[src/rtl/fp_store_sequencer.sv]
`timescale 1ns/1ps
// FP store sequencer: reads an FP register (pair) and writes one or two words to data memory.
// Latency: accept->done 4 cycles single / 5 double with memory ready; one store in flight.
// Backpressure: beats hold addr/data under mem_wr_ready=0; req_ready only in IDLE.
// Optional FP_STORE_ALIGN_CHECK_EN: reject misaligned addresses and odd-fs doubles with err.
module fp_store_sequencer #(
  parameter int ADDR_W    = 32,
  parameter int WORD_STEP = 4
) (
  input  logic              clk,
  input  logic              rst_n,
  input  logic              req_valid,
  output logic              req_ready,
  input  logic              req_dbl,
  input  logic [4:0]        req_fs,
  input  logic [ADDR_W-1:0] req_addr,
  output logic              rf_rd_en,
  output logic [4:0]        rf_rd_idx,
  input  logic [63:0]       rf_rd_data,
  output logic              mem_wr_valid,
  input  logic              mem_wr_ready,
  output logic [ADDR_W-1:0] mem_wr_addr,
  output logic [31:0]       mem_wr_data,
  output logic              done,
  output logic              err
);

  typedef enum logic [2:0] {
    S_IDLE = 3'd0,
    S_RD   = 3'd1,
    S_CAP  = 3'd2,
    S_W0   = 3'd3,
    S_W1   = 3'd4
  } state_t;

  state_t              state_q, state_d;
  logic                dbl_q, dbl_d;
  logic [4:0]          fs_q, fs_d;
  logic [ADDR_W-1:0]   addr_q, addr_d;
  logic [63:0]         hold_q, hold_d;
  logic                done_q, done_d;
  logic                err_q, err_d;
  logic                bad_req;

`ifdef FP_STORE_ALIGN_CHECK_EN
  assign bad_req = (req_addr[1:0] != 2'b00) || (req_dbl && req_fs[0]);
`else
  assign bad_req = 1'b0;
`endif

  always_ff @(posedge clk or negedge rst_n) begin
    if (!rst_n) begin
      state_q <= S_IDLE;
      dbl_q   <= 1'b0;
      fs_q    <= 5'd0;
      addr_q  <= '0;
      hold_q  <= 64'd0;
      done_q  <= 1'b0;
      err_q   <= 1'b0;
    end else begin
      state_q <= state_d;
      dbl_q   <= dbl_d;
      fs_q    <= fs_d;
      addr_q  <= addr_d;
      hold_q  <= hold_d;
      done_q  <= done_d;
      err_q   <= err_d;
    end
  end

  always_comb begin
    state_d = state_q;
    dbl_d   = dbl_q;
    fs_d    = fs_q;
    addr_d  = addr_q;
    hold_d  = hold_q;
    done_d  = 1'b0;
    err_d   = 1'b0;
    case (state_q)
      S_IDLE: begin
        if (req_valid) begin
          if (bad_req) begin
            done_d = 1'b1;
            err_d  = 1'b1;
          end else begin
            dbl_d   = req_dbl;
            fs_d    = req_fs;
            // Word-align; with the check enabled accepted addresses are already aligned.
            addr_d  = req_addr & ~ADDR_W'(3);
            state_d = S_RD;
          end
        end
      end
      S_RD:  state_d = S_CAP;
      S_CAP: begin
        hold_d  = rf_rd_data;
        state_d = S_W0;
      end
      S_W0: begin
        if (mem_wr_ready) begin
          if (dbl_q) begin
            state_d = S_W1;
          end else begin
            state_d = S_IDLE;
            done_d  = 1'b1;
          end
        end
      end
      S_W1: begin
        if (mem_wr_ready) begin
          state_d = S_IDLE;
          done_d  = 1'b1;
        end
      end
      default: state_d = S_IDLE;
    endcase
  end

  // Outputs decode straight from state so an async reset drops mem_wr_valid at once.
  always_comb begin
    req_ready    = (state_q == S_IDLE);
    rf_rd_en     = (state_q == S_RD);
    rf_rd_idx    = fs_q;
    mem_wr_valid = (state_q == S_W0) || (state_q == S_W1);
    mem_wr_addr  = (state_q == S_W1) ? addr_q + ADDR_W'(WORD_STEP) : addr_q;
    mem_wr_data  = (state_q == S_W1) ? hold_q[31:0] : hold_q[63:32];
    done         = done_q;
`ifdef FP_STORE_ALIGN_CHECK_EN
    err          = err_q;
`else
    err          = 1'b0;
`endif
  end

endmodule

[config.mk]
export PLATFORM = sky130hd
export DESIGN_NAME = fp_store_sequencer
export DESIGN_NICKNAME = d
export VERILOG_FILES = /design/src/rtl/fp_store_sequencer.sv
export SDC_FILE = /design/constraint.sdc
export NUM_CORES = 1
export LEC_CHECK = 0
export CAP_MARGIN = 20
export CORE_MARGIN = 2
export CORE_UTILIZATION = 48
export DETAILED_ROUTE_END_ITERATION = 8
export GPL_ROUTABILITY_DRIVEN = 0
export GPL_TIMING_DRIVEN = 0
export PLACE_DENSITY = 0.85
export SKIP_LAST_GASP = 1
export SLEW_MARGIN = 15
export SYNTH_ARGS = -nofsm -noshare
export SYNTH_HDL_FRONTEND = slang
export SYNTH_SLANG_ARGS = --single-unit
[constraint.sdc]
create_clock -name clk -period 3.5 [get_ports clk]
set_clock_uncertainty 0.2 [all_clocks]
set_input_delay 0.35 -clock clk [delete_from_list [all_inputs] [get_ports clk]]
set_output_delay 0.35 -clock clk [all_outputs]
set_load 0.03 [all_outputs]
==> flow_summary.yaml <==
run_status:
  status: "finished, final reports clean"
critical_path:
  critPathLaunch: "state_q[1]$_DFFE_PN0P_"
  path_cells: "buf_6 > or3b_1 > buf_6 > nor4_4 > nand4_1 > xnor2_1 > clkdlybuf4s50_1"
  cp_num_buf_inv: 3
  cp_slowest_cell: "clkdlybuf4s50_1"
  criticalPathCategory: "reg -> out"
  cp_top_family: "buffers and inverters"
  cp.arrival_ns: 2.79
  endpoint_kind: "output pin"
  cp_data_required_time_ns: 2.95
  r2r_end: "hold_q[6]$_DFFE_PN0N_"
  cp_max_fo: 10
  critPathMaxStageDelay_ns: 0.70
  critPathLaunchType: "register"
  rr_worst_depth: 5
  critPathMostFrequentCell: "buf_6"
  ff2ff_setup_slack_ns: 1.28
  rr_startpoint: "state_q[0]$_DFFE_PN0P_"
cts:
  cts_tree: "built"
  post_cts_buffers: 0
  clock-root-buffer: "clkbuf_8"
  numCtsBuffers: 9
  cts.sinks: 104
  htree_levels: 3
  insertion_delay_ns: 0.35
  clkTransAtPathRegs_ns: 0.10
  clk_path_buf_depth: 2
grt:
  track_usage_pct: 23.0
  grt_pass1_vias: 4154
  grt_max_degree: 70
  grt_antenna_before_repair: 0
  grt_overflow: 0
  grt_pass1_wl_um: 20300
floorplanning:
  fp.dieH_um: 105
  die_w_um: 105
  core_um2: 10100
  start_util_pct: 48.7
  ios: 180
  row_count: 37
  die-area_um2: 11100
logic_synthesis:
  synthCells: 427
  synth.cell_area_um2: 4940
  synth_cell_types: 28
  yosysTopAreaCellShare_pct: 52.7
  synth.most_common_cell: "nand2_1"
  ys_seq_elements: 104
  yosysTopAreaCell: "dfrtp_1"
  synth_warnings: 0
  synth_top_cells_by_count: "nand2_1 (111), dfrtp_1 (104), mux2_2 (100), xnor2_1 (24), nand3_1 (12)"
  synth_top_flop_cell: "dfrtp_1"
  async_reset_ff_share_pct: 100
  synth_area_leaders: "dfrtp_1 (53%), mux2_2 (23%), nand2_1 (8.4%), xnor2_1 (4.3%), nand4_1 (1.4%)"
  postSynthAreaPerCell_um2: 11.6
  synth-edff-count: 0
  synth-seq-area-share_pct: 52.7
sta:
  setup_viol: 0
  period_minus_slack_ns: 3.34
  rsz0062_at_grt: "false"
  hold_slack_ns: 0.261
  fmax_mhz: 299
  finalHoldViolations: 0
  slew_headroom_pct: 64.0
  worstMarginPinSlew_ns: 0.540
  period_share_pct: 95.5
  setup_ws_ns: 0.159
  slew_viol_final: 0
power_and_ir_drop:
  finalPower_uw: 6530
  leakagePower_uw: 0.00320
  ir_drop_v: 0.000531
  p_per_area_nw_per_um2: 916
drt:
  first_pass_iters: 4
  drtIter0Drc: 167
  wl_um: 12400
  vias_per_cell: 5.15
  vias: 3889
  drtAntennaViolNets: 0
  wl_per_cell_um: 16.5
  drcViolationCount: 0
placement:
  hpwl_um: 9470
  place_area_um2: 6890
  portBuffers: 174
  dp.cells: 740
  pre_cts_slack_ns: 0.159
cells_and_area:
  stdcell_count: 755
  syn_to_final_growth_pct: 44.4
  diodes: 0
  design_area_um2: 7130
  nFillCells: 741
  drive_above_1_share_pct: 22.6
  register_area_um2: 2600
  multi_input_area_um2: 2190
  nNetsFinal: 723
worst_hold_path:
  hp-class: "in -> async"
job:
  maxCapViolCount: 0
==> worst register-to-register path, stage by stage (launching register included) <==
cell	delay (ns)
dfrtp_1	0.37
buf_2	0.17
nor3b_1	0.21
clkbuf_1	0.42
buf_2	0.36
mux2_2	0.38
==> per-layer routing <==
metal  global-route usage [%]  share of wire, %  vias to the layer above
met3                     7.79               8.7                       10
met2                     40.1                51                      143
met4                     4.57              0.86                        0
met5                        0                 0                        -
li1                         -                 -                     1814
met1                     27.6                40                     1922
==> cell type report <==
cell class | count | share of cell area [%]
Buffer | 27 | 2.23
Clock buffer | 10 | 1.93
Clock inverter | 4 | 0.772
Inverter | 1 | 0.0527
Multi-Input combinational cell | 297 | 30.8
Sequential cell | 104 | 36.5
Tap cell | 136 | 2.39
Timing Repair Buffer | 176 | 25.4
==> through the flow <==
step,util [%],TNS [ns]
floorplan,-,0
global placement,67.6,-209.29
detailed placement,67.9,0
CTS,69.9,0
global route,70.3,0
finish,70.3,0
==> worst max path at each step <==
| stage | to | slack [ns] | depth (start not counted) |
|---|---|---|---|
| final | mem_wr_addr[17] | 0.16 | 7 |
| after global routing | mem_wr_data[25] | 0.01 | 7 |
| after CTS | mem_wr_addr[27] | 0.0001 | 8 |
| after detailed placement | mem_wr_data[25] | 0.16 | 6 |
| after global placement | hold_q[25]$_DFFE_PN0N_ | -2.02 | 1 |
| after floorplan | mem_wr_addr[31] | 0.84 | 7 |
==> cell families (layout without fill, tap and decap cells) <==
logic type                 count (synthesis)  after routing  share of synthesized area (%)
buffers and inverters                     28            218                           3.24
and+or+nand+nor                          160            160                           15.3
muxes                                    100            100                           22.8
other                                      1              3                         0.0760
adders and majority gates                  1              1                          0.253
xor gates and xnor gates                  29             29                           5.14
AOI/OAI and AO/OA                          4              4                          0.507
DFF                                      104            104                           52.7
==> cells in the final DEF, fill, tap and decap left out, types with 3 or more instances in the layout <==
cell type / instances
xnor2_1: 24
and3_1: 7
nand3_1: 12
xor2_1: 5
conb_1: 3
nor4_4: 3
nor3_1: 3
dlymetal6s2s_1: 14
buf_2: 11
clkbuf_1: 7
buf_4: 3
buf_6: 5
clkdlybuf4s50_1: 153
nand4_1: 11
nor2_1: 3
clkbuf_8: 10
dlygate4sd2_1: 6
dfrtp_1: 104
nand2_1: 111
mux2_2: 100
==> state kept, by name, indices dropped and copies added, names as in the netlist <==
name / count
dbl_q: 1
addr_q: 30
rf_rd_idx: 5
state_q: 3
hold_q: 64
done: 1
==> power by group <==
group          internal [uW]  switching [uW]
combinational           1720            1810
clock                    347             398
sequential              1820             429
total                   3890            2640
==> what timing repair did <==
item	in CTS	in global routing
setup endpoints to repair	37	37
hold buffers	1	0
endpoints found under the hold margin	35	0
resized for setup	8	17
gates cloned	0	0
pin swaps	0	0
(Power assumes the default switching activity.)
